### config.mk
export PLATFORM = sky130hd
export DESIGN_NAME = operand_stepper
export DESIGN_NICKNAME = d
export VERILOG_FILES = /design/src/rtl/operand_stepper_pkg.sv /design/src/rtl/operand_stepper_op_table.sv /design/src/rtl/operand_stepper.sv
export SDC_FILE = /design/constraint.sdc
export NUM_CORES = 1
export LEC_CHECK = 0
export ABC_AREA = 1
export BUFFER_PORTS_ARGS = -buffer_cell sky130_fd_sc_hd__buf_2
export CAP_MARGIN = 20
export CORE_ASPECT_RATIO = 0.5
export CORE_UTILIZATION = 35
export DETAILED_ROUTE_END_ITERATION = 16
export GPL_TIMING_DRIVEN = 0
export PLACE_DENSITY_LB_ADDON = 0.05
export SYNTH_ARGS = -nofsm -noshare
export SYNTH_HDL_FRONTEND = slang
export SYNTH_SLANG_ARGS = --single-unit
### constraint.sdc
create_clock -name clk -period 2.3 [get_ports clk]
set_input_delay 0.23 -clock clk [delete_from_list [all_inputs] [get_ports clk]]
set_output_delay 0.23 -clock clk [all_outputs]
set_load 0.02 [all_outputs]
### src/rtl/operand_stepper_pkg.sv
// operand_stepper_pkg
//   Shared definitions for the operand stepper: the playback state encoding
//   and the layout of one table entry, packed as {dly, a, b} with b in the
//   least significant bits.
package operand_stepper_pkg;

    typedef enum logic [1:0] {
        ST_IDLE    = 2'd0,
        ST_WAIT    = 2'd1,
        ST_PRESENT = 2'd2,
        ST_DONE    = 2'd3
    } state_t;

    // Total width of one packed {dly, a, b} table entry.
    function automatic int entry_width(input int dly_w, input int width);
        return dly_w + 2 * width;
    endfunction

endpackage

### src/rtl/operand_stepper_op_table.sv
// op_table
//   DEPTH x {dly, a, b} register file. It has one synchronous write port and
//   one combinational read port. An asynchronous active-low reset clears every
//   entry.
// Ports:
//   clk, rst_n       clock, async active-low reset
//   wr_en/wr_addr    write strobe and entry index
//   wr_data          packed {dly, a, b} to store
//   rd_addr          entry index to read
//   rd_data          packed entry at rd_addr (combinational)
module op_table
    import operand_stepper_pkg::*;
#(
    parameter int WIDTH = 4,
    parameter int DEPTH = 8,
    parameter int DLY_W = 8,
    parameter int AW    = $clog2(DEPTH),
    parameter int EW    = entry_width(DLY_W, WIDTH)
) (
    input  logic          clk,
    input  logic          rst_n,
    input  logic          wr_en,
    input  logic [AW-1:0] wr_addr,
    input  logic [EW-1:0] wr_data,
    input  logic [AW-1:0] rd_addr,
    output logic [EW-1:0] rd_data
);

    logic [EW-1:0] rows [DEPTH];

    genvar gi;
    generate
        for (gi = 0; gi < DEPTH; gi++) begin : g_entry
            logic [EW-1:0] entry_reg;

            always_ff @(posedge clk or negedge rst_n) begin
                if (!rst_n) begin
                    entry_reg <= '0;
                end else if (wr_en && (wr_addr == AW'(gi))) begin
                    entry_reg <= wr_data;
                end
            end

            assign rows[gi] = entry_reg;
        end
    endgenerate

    // The read path is combinational. A load on the same edge as a write to
    // that entry therefore sees the old contents.
    assign rd_data = rows[rd_addr];

endmodule

### src/rtl/operand_stepper.sv
// operand_stepper
//   Programmable operand source for the 4-bit adder. On start it plays table
//   entries 0..len-1 in order. Before each pair it waits the idle cycles given
//   by that entry's dly field. It then presents the pair over a valid/ready
//   handshake.
// Ports:
//   clk, rst_n                       clock, async active-low reset
//   wr_en/wr_addr/wr_a/wr_b/wr_dly   table write port (accepted in any state)
//   len                              entries to play, clamped to DEPTH
//   start, abort                     playback control
//   a_out, b_out, out_valid          operand pair to the adder
//   out_ready                        downstream accept
//   busy                             high while waiting or presenting
//   done                             one-cycle pulse at sequence end
module operand_stepper
    import operand_stepper_pkg::*;
#(
    parameter int WIDTH = 4,
    parameter int DEPTH = 8,
    parameter int DLY_W = 8,
    parameter int AW    = $clog2(DEPTH)
) (
    input  logic             clk,
    input  logic             rst_n,
    input  logic             wr_en,
    input  logic [AW-1:0]    wr_addr,
    input  logic [WIDTH-1:0] wr_a,
    input  logic [WIDTH-1:0] wr_b,
    input  logic [DLY_W-1:0] wr_dly,
    input  logic [AW:0]      len,
    input  logic             start,
    input  logic             abort,
    output logic [WIDTH-1:0] a_out,
    output logic [WIDTH-1:0] b_out,
    output logic             out_valid,
    input  logic             out_ready,
    output logic             busy,
    output logic             done
);

    localparam int EW = entry_width(DLY_W, WIDTH);
    localparam logic [AW:0] DEPTH_V = (AW+1)'(DEPTH);

    state_t           state_reg, state_next;
    logic [AW-1:0]    index_reg, index_next;
    logic [AW-1:0]    last_reg, last_next;
    logic [DLY_W-1:0] cnt_reg, cnt_next;
    logic [WIDTH-1:0] a_reg, a_next;
    logic [WIDTH-1:0] b_reg, b_next;

    logic [AW-1:0]    rd_addr;
    logic [EW-1:0]    rd_data;
    logic [DLY_W-1:0] rd_dly;
    logic [WIDTH-1:0] rd_a;
    logic [WIDTH-1:0] rd_b;
    logic [AW:0]      len_clamped;

    op_table #(
        .WIDTH (WIDTH),
        .DEPTH (DEPTH),
        .DLY_W (DLY_W),
        .AW    (AW),
        .EW    (EW)
    ) u_table (
        .clk     (clk),
        .rst_n   (rst_n),
        .wr_en   (wr_en),
        .wr_addr (wr_addr),
        .wr_data ({wr_dly, wr_a, wr_b}),
        .rd_addr (rd_addr),
        .rd_data (rd_data)
    );

    assign rd_dly = rd_data[EW-1 -: DLY_W];
    assign rd_a   = rd_data[2*WIDTH-1 -: WIDTH];
    assign rd_b   = rd_data[WIDTH-1:0];

    assign len_clamped = (len > DEPTH_V) ? DEPTH_V : len;

    // A single read port serves all three lookups. In IDLE it reads entry 0
    // for its delay. In WAIT it reads the entry about to be loaded. In PRESENT
    // it reads the following entry's delay for the handshake. In PRESENT of
    // the last entry this read is out of range and its result is unused.
    always_comb begin
        rd_addr = '0;
        case (state_reg)
            ST_WAIT:    rd_addr = index_reg;
            ST_PRESENT: rd_addr = index_reg + AW'(1);
            default:    rd_addr = '0;
        endcase
    end

    always_ff @(posedge clk or negedge rst_n) begin
        if (!rst_n) begin
            state_reg <= ST_IDLE;
            index_reg <= '0;
            last_reg  <= '0;
            cnt_reg   <= '0;
            a_reg     <= '0;
            b_reg     <= '0;
        end else begin
            state_reg <= state_next;
            index_reg <= index_next;
            last_reg  <= last_next;
            cnt_reg   <= cnt_next;
            a_reg     <= a_next;
            b_reg     <= b_next;
        end
    end

    always_comb begin
        state_next = state_reg;
        index_next = index_reg;
        last_next  = last_reg;
        cnt_next   = cnt_reg;
        a_next     = a_reg;
        b_next     = b_reg;

        case (state_reg)
            ST_IDLE: begin
                if (start) begin
                    if (len_clamped == '0) begin
                        state_next = ST_DONE;
                    end else begin
                        last_next  = AW'(len_clamped - (AW+1)'(1));
                        index_next = '0;
                        cnt_next   = rd_dly;
                        state_next = ST_WAIT;
                    end
                end
            end
            ST_WAIT: begin
                if (abort) begin
                    state_next = ST_IDLE;
                end else if (cnt_reg != '0) begin
                    cnt_next = cnt_reg - DLY_W'(1);
                end else begin
                    a_next     = rd_a;
                    b_next     = rd_b;
                    state_next = ST_PRESENT;
                end
            end
            ST_PRESENT: begin
                if (abort) begin
                    state_next = ST_IDLE;
                end else if (out_ready) begin
                    if (index_reg == last_reg) begin
                        state_next = ST_DONE;
                    end else begin
                        index_next = index_reg + AW'(1);
                        cnt_next   = rd_dly;
                        state_next = ST_WAIT;
                    end
                end
            end
            default: begin
                state_next = ST_IDLE;
            end
        endcase
    end

    assign a_out     = a_reg;
    assign b_out     = b_reg;
    assign out_valid = (state_reg == ST_PRESENT);
    assign busy      = (state_reg == ST_WAIT) || (state_reg == ST_PRESENT);
    assign done      = (state_reg == ST_DONE);

endmodule

==> results.cfg, run 1 <==
[setup_path]
crit_path_end = a_out[2]$_DFFE_PN0P_
r2r-start = state_reg[0]$_DFFE_PN0P_
worst-r2r-setup-slack_ps = 190
worstSetupEndpointType = flop
critPathMaxFanout = 10
startpoint = state_reg[0]$_DFFE_PN0P_
crit_required_ps = 2660
startpoint_type = flop
worstReg2RegEnd = a_out[2]$_DFFE_PN0P_
crit_type = flop to flop
arrival_ps = 2470
rr_worst_depth = 12

[clocking]
cts-root-buf = clkbuf_16
cts_made_buffers = 17
tritoncts = built
htree_levels = 4
worst_skew_pair.late_latency_ps = 440
clk_pin_slew_worst_paths_ps = 70
cts_buffer_depth = 2
cts_sinks = 152

[yosys]
synth_flop_cell = dfrtp_1
synth_seq_area_share_pct = 49.5
synth_edf_count = 0
synth_cells = 1034
netlist_area_um2 = 7690
avgSynthCellArea_um2 = 7.44
synth_nets = 1071
synth_seq_cells = 152
async_flop_share_pct = 100
yosysUniqueCellTypes = 30
ys_warn_count = 0

[power]
swShare_pct = 36.5
switchingPower_mw = 3.50
clkPwrFrac_pct = 30.4
pwr-share-comb_pct = 32.1
power_frac_seq_pct = 37.5
p_per_area_nw_per_um2 = 1060
p_leak_nw = 4.65
p_int_mw = 6.10
vdd_drop_max_mv = 0.402

[sta]
tightest_slew_ps = 743
post-route-period-util_pct = 91.9
skew_ps = 5.50
period_minus_slack_ps = 2110
setup_viol = 0
final-max-slew-violation-count = 0
hold_viol = 0
grt_setup_unrepaired = true
relSlewSlack_pct = 50.1
max_freq_ghz = 0.473

[detailed_routing]
wire_per_inst_um = 15.5
wirelength_mm = 21.8
drc_errors = 0
vias = 6669
vias_per_cell = 4.74
drt_iter0_markers = 455
antenna_left = 0
drtPass1Iterations = 5

[worst_hold_path]
hp-class = input pin to flop

[place]
io_buffers = 39
dpl.hpwl_mm = 16.3
dpl_cell_area_um2 = 8290
dp.cells = 1366
gp_congestion = 0.816

[global_route]
grt_use_met1_pct = 30.8
grtUsageMet2_pct = 30.6
grt_overflow = 0
track_usage_pct = 21.0
first_global_vias = 6375
grt_max_degree = 95
top_usage_layer = met1
grtUsageMet3_pct = 4.22
antenna_found_initial = 0
grt_pass1_wl_mm = 35.6

[final_layout]
largest_register_ffs = 128
fillCellCount = 2206
final_cell_mix = nand2_1, dfrtp_1, inv_1, o21ai_0, nand3_1
final_area_um2 = 9040
syn2layout_area_growth_pct = 17.6
nets = 1141
final_common_cell = nand2_1
drive_above_1_share_pct = 10.6
diodes = 0
final_cells = 1408

[floorplanning]
num_rows = 37
die_y_um = 107
core_um2 = 21000
die_w_um = 212
io_pins = 40
start_util_pct = 36.6
die_area_um2 = 22600

[flow_run]
drv_cap = 0

[run_status]
status = complete, no violations
## worst min path at each step
stage,startpoint,slack (ps),cells past startpoint,endpoint
4_1_cts,wr_b[0],2,3,u_table.g_entry[7].entry_reg[0]$_DFFE_PN0P_
3_3_place_gp,wr_dly[2],450,3,u_table.g_entry[7].entry_reg[10]$_DFFE_PN0P_
3_5_place_dp,rst_n,210,1,state_reg[1]$_DFFE_PN0P_
5_1_grt,wr_a[2],30,3,u_table.g_entry[7].entry_reg[6]$_DFFE_PN0P_
2_1_floorplan,rst_n,-70,0,a_out[0]$_DFFE_PN0P_
6_report,wr_dly[2],10,3,u_table.g_entry[7].entry_reg[10]$_DFFE_PN0P_
## area by class of cell
| type | instances | area [um2] | share of cell area (%) |
|---|---|---|---|
| Buffer | 50 | 275 | 3.04 |
| Clock buffer | 21 | 450 | 4.98 |
| Clock inverter | 10 | 143 | 1.58 |
| Inverter | 150 | 567 | 6.27 |
| Multi-Input combinational cell | 682 | 3110 | 34.4 |
| Sequential cell | 152 | 3800 | 42.1 |
| Tap cell | 292 | 365 | 4.04 |
| Timing Repair Buffer | 51 | 333 | 3.68 |
## cells in the mapped netlist, types with 2 or more instances
cell type  count  area share [%]
buf_2         20             1.3
ha_1           8             1.3
buf_6          2            0.29
buf_4          5            0.49
clkbuf_1      23             1.1
o21ai_0      143             9.3
nand4_1        9            0.73
o211ai_1      16             1.6
nor3_1         3            0.20
a21oi_1        2            0.13
nand2_1      332              16
nor2_1        68             3.3
o31ai_1        2            0.20
nand3_1       81             5.3
inv_2          3            0.15
nand2_2        5            0.41
nand3b_1       3            0.29
inv_1        146             7.1
dfrtp_1      152              49
## power groups by stage
stage / sequential [mW] / combinational (mW) / clock [mW]
CTS: 3.60 / 3.05 / 2.98
global route: 3.68 / 3.58 / 3.10
global placement: 3.63 / 2.98 / 0
floorplan: 3.60 / 2.17 / 0
detailed placement: 3.64 / 3.04 / 0
finish: 3.60 / 3.08 / 2.92
## critical path, cell delays in order, from the launching register on
cell and delay [ps]:
dfrtp_1 410, inv_1 90, ha_1 170, buf_4 170, nand2_1 80, nand2_1 70
nand2_2 120, inv_2 170, clkbuf_4 240, nand3_1 100, o211ai_1 100, nand3_1 180
o21ai_0 130
## metrics by stage
| step | total power, mW | setup WS [ps] | TNS (ps) | hold WS [ps] | util, % |
|---|---|---|---|---|---|
| detailed placement | 6.68 | 72.7 | 0 | 207 | 39.4 |
| finish | 9.60 | 186 | 0 | 14.8 | 43.0 |
| floorplan | 5.77 | 479 | 0 | -65.6 | - |
| global placement | 6.61 | -1510 | -227660 | 454 | 39.3 |
| CTS | 9.63 | 71.8 | 0 | 1.83 | 42.6 |
| global route | 10.4 | -3.41 | -3.41 | 27.6 | 43.0 |
## timing repair
item,in CTS,in global routing
buffers inserted,0,4
hold endpoints to repair,64,0
gates resized for setup,0,22
endpoints found under the setup margin,0,16
hold buffers,7,0
## cell families after synthesis
kind of cell	count (synthesis)	synth area share, %
fa+ha+maj	8	1.30
xor+xnor	2	0.228
compound gates	167	11.6
simple gates	505	26.9
flops	152	49.5
buf+inv	200	10.5
## routing by layer
layer | part of all wire [%] | up-vias | wire length, um
met5 | 0 | - | 0
met4 | 1.3 | 0 | 281
met3 | 4.2 | 21 | 913
met2 | 43 | 112 | 9280
met1 | 52 | 3163 | 11300
li1 | - | 3373 | -
No activity file was read; power rests on OpenSTA's default activity.
==> run 2, diff against run 1 <==
CTS_CLUSTER_SIZE = 10   (was not set)
GPL_TIMING_DRIVEN = not set   (was 0)
==> results.cfg, run 2 (synthesis gave the netlist of run 1 again) <==
[final_layout]
final_common_cell = nand2_1
diodes = 0
final_cell_mix = nand2_1, dfrtp_1, inv_1, o21ai_0, nand3_1
syn2layout_area_growth_pct = 17.5
largest_register_ffs = 128
drive_above_1_share_pct = 10.7
nets = 1118

[clocking]
cts_sinks = 152
cts-root-buf = clkbuf_16
htree_levels = 4
clk_pin_slew_worst_paths_ps = 60
tritoncts = built
cts_made_buffers = 17
post-cts-setup-buffers = 0
worst_skew_pair.late_latency_ps = 440
cts_buffer_depth = 2

[setup_path]
worstSetupEndpointType = flop
critPathSlowestCell = dlygate4sd3_1
crit_chain = dlygate4sd3_1 > buf_2 > o31ai_2 > nand2_1 > ha_1 > inv_1 > nor3_1 > nand2_1 > nand2_1 > clkinv_1 > nand2_2 > nor2_4 > nor2_1 > nor2_1
arrival_ps = 2420
crit_top_cell = nand2_1
r2r-start = state_reg[0]$_DFFE_PN0P_
rr_worst_depth = 13
critPathMaxFanout = 9
worst-r2r-setup-slack_ps = 290
critPathMaxStageDelay_ps = 540
startpoint_type = input pin
worstReg2RegEnd = cnt_reg[0]$_DFFE_PN0P_
crit_required_ps = 2660
crit_type = input pin to flop

[global_route]
top_usage_layer = met2
antenna_found_initial = 0
grtUsageMet2_pct = 30.7
grt_max_degree = 49
first_global_vias = 6495
grtUsageMet3_pct = 5.16
track_usage_pct = 20.6
grt_use_met1_pct = 29.5
grt_pass1_wl_mm = 35.0
grt_overflow = 0

[worst_hold_path]
holdPathStages = 3
hp-class = input pin to flop
hp-start = wr_dly[4]
min_to = u_table.g_entry[7].entry_reg[12]$_DFFE_PN0P_

[place]
gp_congestion = 0.766
dpl.hpwl_mm = 13.6
pre_cts_ws_ps = 230
io_buffers = 39

[power]
switchingPower_mw = 3.41
swShare_pct = 36.2
pwr-share-comb_pct = 31.9
p_leak_nw = 4.65
p_int_mw = 6.03
power_frac_seq_pct = 38.3
clkPwrFrac_pct = 29.9
vdd_drop_max_mv = 0.530
p_per_area_nw_per_um2 = 1050

[floorplanning]
die_w_um = 212
die_y_um = 107
num_rows = 37
start_util_pct = 36.6
io_pins = 40
core_um2 = 21000
die_area_um2 = 22600

[sta]
tns_ps = 0
skew_ps = 12.5
grt_setup_unrepaired = false
max_freq_ghz = 0.485
period_minus_slack_ps = 2060
relSlewSlack_pct = 72.9
final-max-slew-violation-count = 0
tightest_slew_ps = 406
fin_ws_ps = 240
post-route-period-util_pct = 89.6
setup_viol = 0
whs_ps = 16.0
hold_viol = 0

[detailed_routing]
wire_per_inst_um = 15.1
antenna_left = 0
vias_per_cell = 4.72
drc_errors = 0
drt_iter0_markers = 385
wirelength_mm = 20.9
vias = 6536
drtPass1Iterations = 5

[flow_run]
drv_cap = 0

[run_status]
status = complete, no violations
[run 2: cell count changes in the layout (fill, tap and decap cells not counted), moves of 3 or more]
cell / previous run / this run
buf_6: 5 / 1
buf_12: 0 / 9
clkbuf_4: 3 / 0
buf_4: 10 / 22
buf_2: 51 / 38
clkbuf_1: 26 / 2
[run 2: worst max path at each step]
stage	start	depth (start not counted)	end	slack, ps
3_3_place_gp	state_reg[0]$_DFFE_PN0P_	13	cnt_reg[1]$_DFFE_PN0P_	270
2_1_floorplan	state_reg[0]$_DFFE_PN0P_	13	cnt_reg[7]$_DFFE_PN0P_	480
4_1_cts	state_reg[0]$_DFFE_PN0P_	13	cnt_reg[1]$_DFFE_PN0P_	200
5_1_grt	len[0]	14	cnt_reg[1]$_DFFE_PN0P_	40
3_5_place_dp	state_reg[0]$_DFFE_PN0P_	13	cnt_reg[1]$_DFFE_PN0P_	230
6_report	len[0]	14	cnt_reg[5]$_DFFE_PN0P_	240
[run 2: layout make-up]
| class | instances | area, um2 |
|---|---|---|
| repair buffers | 78 | 627 |
| inverters | 150 | 563 |
| well taps | 292 | 365 |
| clock inverters | 11 | 121 |
| multi-input cells | 682 | 3090 |
| flip-flops and latches | 152 | 3800 |
| fillers | 2225 | 12000 |
| clock buffers | 21 | 460 |
[run 2: per-stage QoR]
step / util [%] / instance area, um2 / cells / power [mW]
after floorplan: - / 7690 / 1034 / 5.77
after global placement: 39.8 / 8360 / 1346 / 6.66
after detailed placement: 39.8 / 8360 / 1346 / 6.69
after CTS: 42.9 / 9020 / 1386 / 9.56
after global routing: 43.0 / 9030 / 1386 / 10.2
final: 43.0 / 9030 / 1386 / 9.44
[run 2: layer usage]
| layer | vias to the layer above | wire, um |
|---|---|---|
| met3 | 21 | 674 |
| li1 | 3323 | - |
| met4 | 0 | 267 |
| met5 | - | 0 |
| met1 | 3125 | 11200 |
| met2 | 67 | 8720 |
[run 2: power by group through the flow]
stage | logic (mW) | registers (mW) | clock network, mW
floorplan | 2.17 | 3.60 | 0
global placement | 3.01 | 3.65 | 0
detailed placement | 3.03 | 3.66 | 0
CTS | 3.05 | 3.61 | 2.89
global route | 3.52 | 3.70 | 3.01
finish | 3.01 | 3.61 | 2.82
[run 2: critical path: cells and delay by family]
kind	cells	cell delay (ps)
AOI/OAI and AO/OA	1	310
adders and majority gates	1	200
buffers and inverters	4	930
and+or+nand+nor	8	740
[run 2: timing repair]
| item | in CTS | in global routing |
|---|---|---|
| hold buffers | 8 | 0 |
| resized for setup | 0 | 3 |
| endpoints found under the hold margin | 51 | 0 |
| setup endpoints to repair | 0 | 7 |
==> run 3, diff against run 2 <==
SYNTH_HIERARCHICAL = 1   (was not set)
==> results.cfg, run 3 <==
[global_route]
grt_pass1_wl_mm = 35.8
grt_max_degree = 58
track_usage_pct = 20.5
antenna_found_initial = 0
first_global_vias = 6358
grt_overflow = 0

[detailed_routing]
drtPass1Iterations = 5
vias_per_cell = 4.61
antenna_left = 0
vias = 6573
wire_per_inst_um = 15.4
drc_errors = 0
wirelength_mm = 22.0
drt_iter0_markers = 468

[yosys]
ys_warn_count = 6
synth_flop_cell = dfrtp_1
synth_common_cells = nand2_1, inv_1, dfrtp_1, o21ai_0, nand3_1
yosysTopAreaCell = dfrtp_1
synth_cells = 1071
yosysMostFrequentCell = nand2_1
netlist.area_leader.share_pct = 48.4
async_flop_share_pct = 100
synth_seq_area_share_pct = 48.4
avgSynthCellArea_um2 = 7.34
synth_nets = 1108
synth_edf_count = 0
synth_seq_cells = 152
netlist_area_um2 = 7860
synthTopCellsByArea = dfrtp_1, nand2_1, o21ai_0
yosysUniqueCellTypes = 31

[floorplanning]
num_rows = 38
core_um2 = 21800
start_util_pct = 36.0
die_y_um = 108
die_area_um2 = 23100
io_pins = 40
die_w_um = 214

[clocking]
cts_buffer_depth = 2
tritoncts = built
clk_pin_slew_worst_paths_ps = 60
cts_sinks = 152
cts_made_buffers = 17
htree_levels = 4
cts-root-buf = clkbuf_16
worst_skew_pair.late_latency_ps = 430

[final_layout]
final_cells = 1426
final_area_um2 = 9240
final_cell_mix = nand2_1, inv_1, dfrtp_1, o21ai_0, nand3_1
final_common_cell = nand2_1
nets = 1154
utilization_pct = 42.3
largest_register_ffs = 128
fillCellCount = 2319
syn2layout_area_growth_pct = 17.5
drive_above_1_share_pct = 11.5
diodes = 0

[sta]
fin_ws_ps = 172
skew_ps = 11.4
tns_ps = 0
final-max-slew-violation-count = 0
setup_viol = 0
relSlewSlack_pct = 57.6
max_freq_ghz = 0.470
whs_ps = 20.4
period_minus_slack_ps = 2130
tightest_slew_ps = 636
post-route-period-util_pct = 92.5
hold_viol = 0

[run_status]
status = complete, no violations

[place]
dpl_cell_area_um2 = 8650
pre_cts_ws_ps = 121
io_buffers = 39
dp.cells = 1395
gp_congestion = 0.796
dpl.hpwl_mm = 14.5

[setup_path]
worstSetupEndpointType = flop
critPathMaxFanout = 20
arrival_ps = 2440
crit_required_ps = 2610
rr_worst_depth = 15
startpoint_type = flop
crit_type = flop to flop

[power]
p_per_area_nw_per_um2 = 1090
power_mw = 10.1
p_leak_nw = 4.96
vdd_drop_max_mv = 0.416

[worst_hold_path]
holdPathStages = 3
hp-class = input pin to flop

[flow_run]
drv_cap = 0
run 3: cell types whose count changed in the layout (fill, tap and decap cells not counted), sizes merged, moves of 8 or more:
cell	before	now
inv	151	177
mux2	0	9
nand2	337	413
nor2	70	25
o211ai	16	0
o21bai	0	8
run 3: final timing paths:
path / from / endpoint / slack (ps)
min in group asynchronous: rst_n / last_reg[2]$_DFFE_PN0P_ / 330
max: state_reg[0]$_DFFE_PN0P_ / cnt_reg[7]$_DFFE_PN0P_ / 170
min: wr_dly[1] / u_table/g_entry[7].entry_reg[9]$_DFFE_PN0P_ / 20
min reg2reg: u_table/g_entry[5].entry_reg[8]$_DFFE_PN0P_ / u_table/g_entry[5].entry_reg[8]$_DFFE_PN0P_ / 480
max reg2reg: state_reg[0]$_DFFE_PN0P_ / cnt_reg[7]$_DFFE_PN0P_ / 170
max in group asynchronous: rst_n / a_out[3]$_DFFE_PN0P_ / 1300
run 3: critical path, stage by stage, from the launching register on:
cell and delay [ps]:
dfrtp_1 410, inv_1 100, ha_2 210, inv_2 60, o21ai_4 200, buf_4 180, clkbuf_16 200, nand2_1 70
nand3_1 80, nand2_1 50, nand2_1 50, nand2_1 130, nand2_1 100, nand2_1 50, nand2_1 60, nand2_1 50
run 3: layout make-up:
type                       instances  area (um2)  area share [%]
multi-input combinational        693        3200            34.6
inverter                         177         664            7.19
clock inverter                     3        43.8           0.474
sequential                       152        3800            41.2
clock buffer                      25         485            5.26
timing repair buffer              76         666            7.21
tap                              300         375            4.06
run 3: repair_timing:
action	CTS	global route
hold buffers	1	0
endpoints found under the setup margin	0	12
resized for setup	0	5
endpoints found under the hold margin	54	0
setup buffers	0	1
run 3: cell families after synthesis:
kind of cell	after synthesis	synth area share (%)
flops	152	48.4
fa+ha+maj	8	1.27
buf+inv	226	11.4
simple gates	518	27.2
compound gates	155	10.2
xor+xnor	3	0.334
mux	9	1.29
run 3: metal layers:
metal | GRT usage (%) | wire, um
met5 | 0 | 0
met3 | 4.98 | 769
met2 | 30.0 | 9020
met1 | 30.3 | 12000
met4 | 5.19 | 240
run 3: where the power goes:
group | internal [mW] | switching [mW] | leakage, nW | total, mW
sequential | 3.28 | 0.319 | 1.91 | 3.60
combinational | 1.41 | 2.44 | 2.79 | 3.85
clock | 1.55 | 1.08 | 0.259 | 2.63
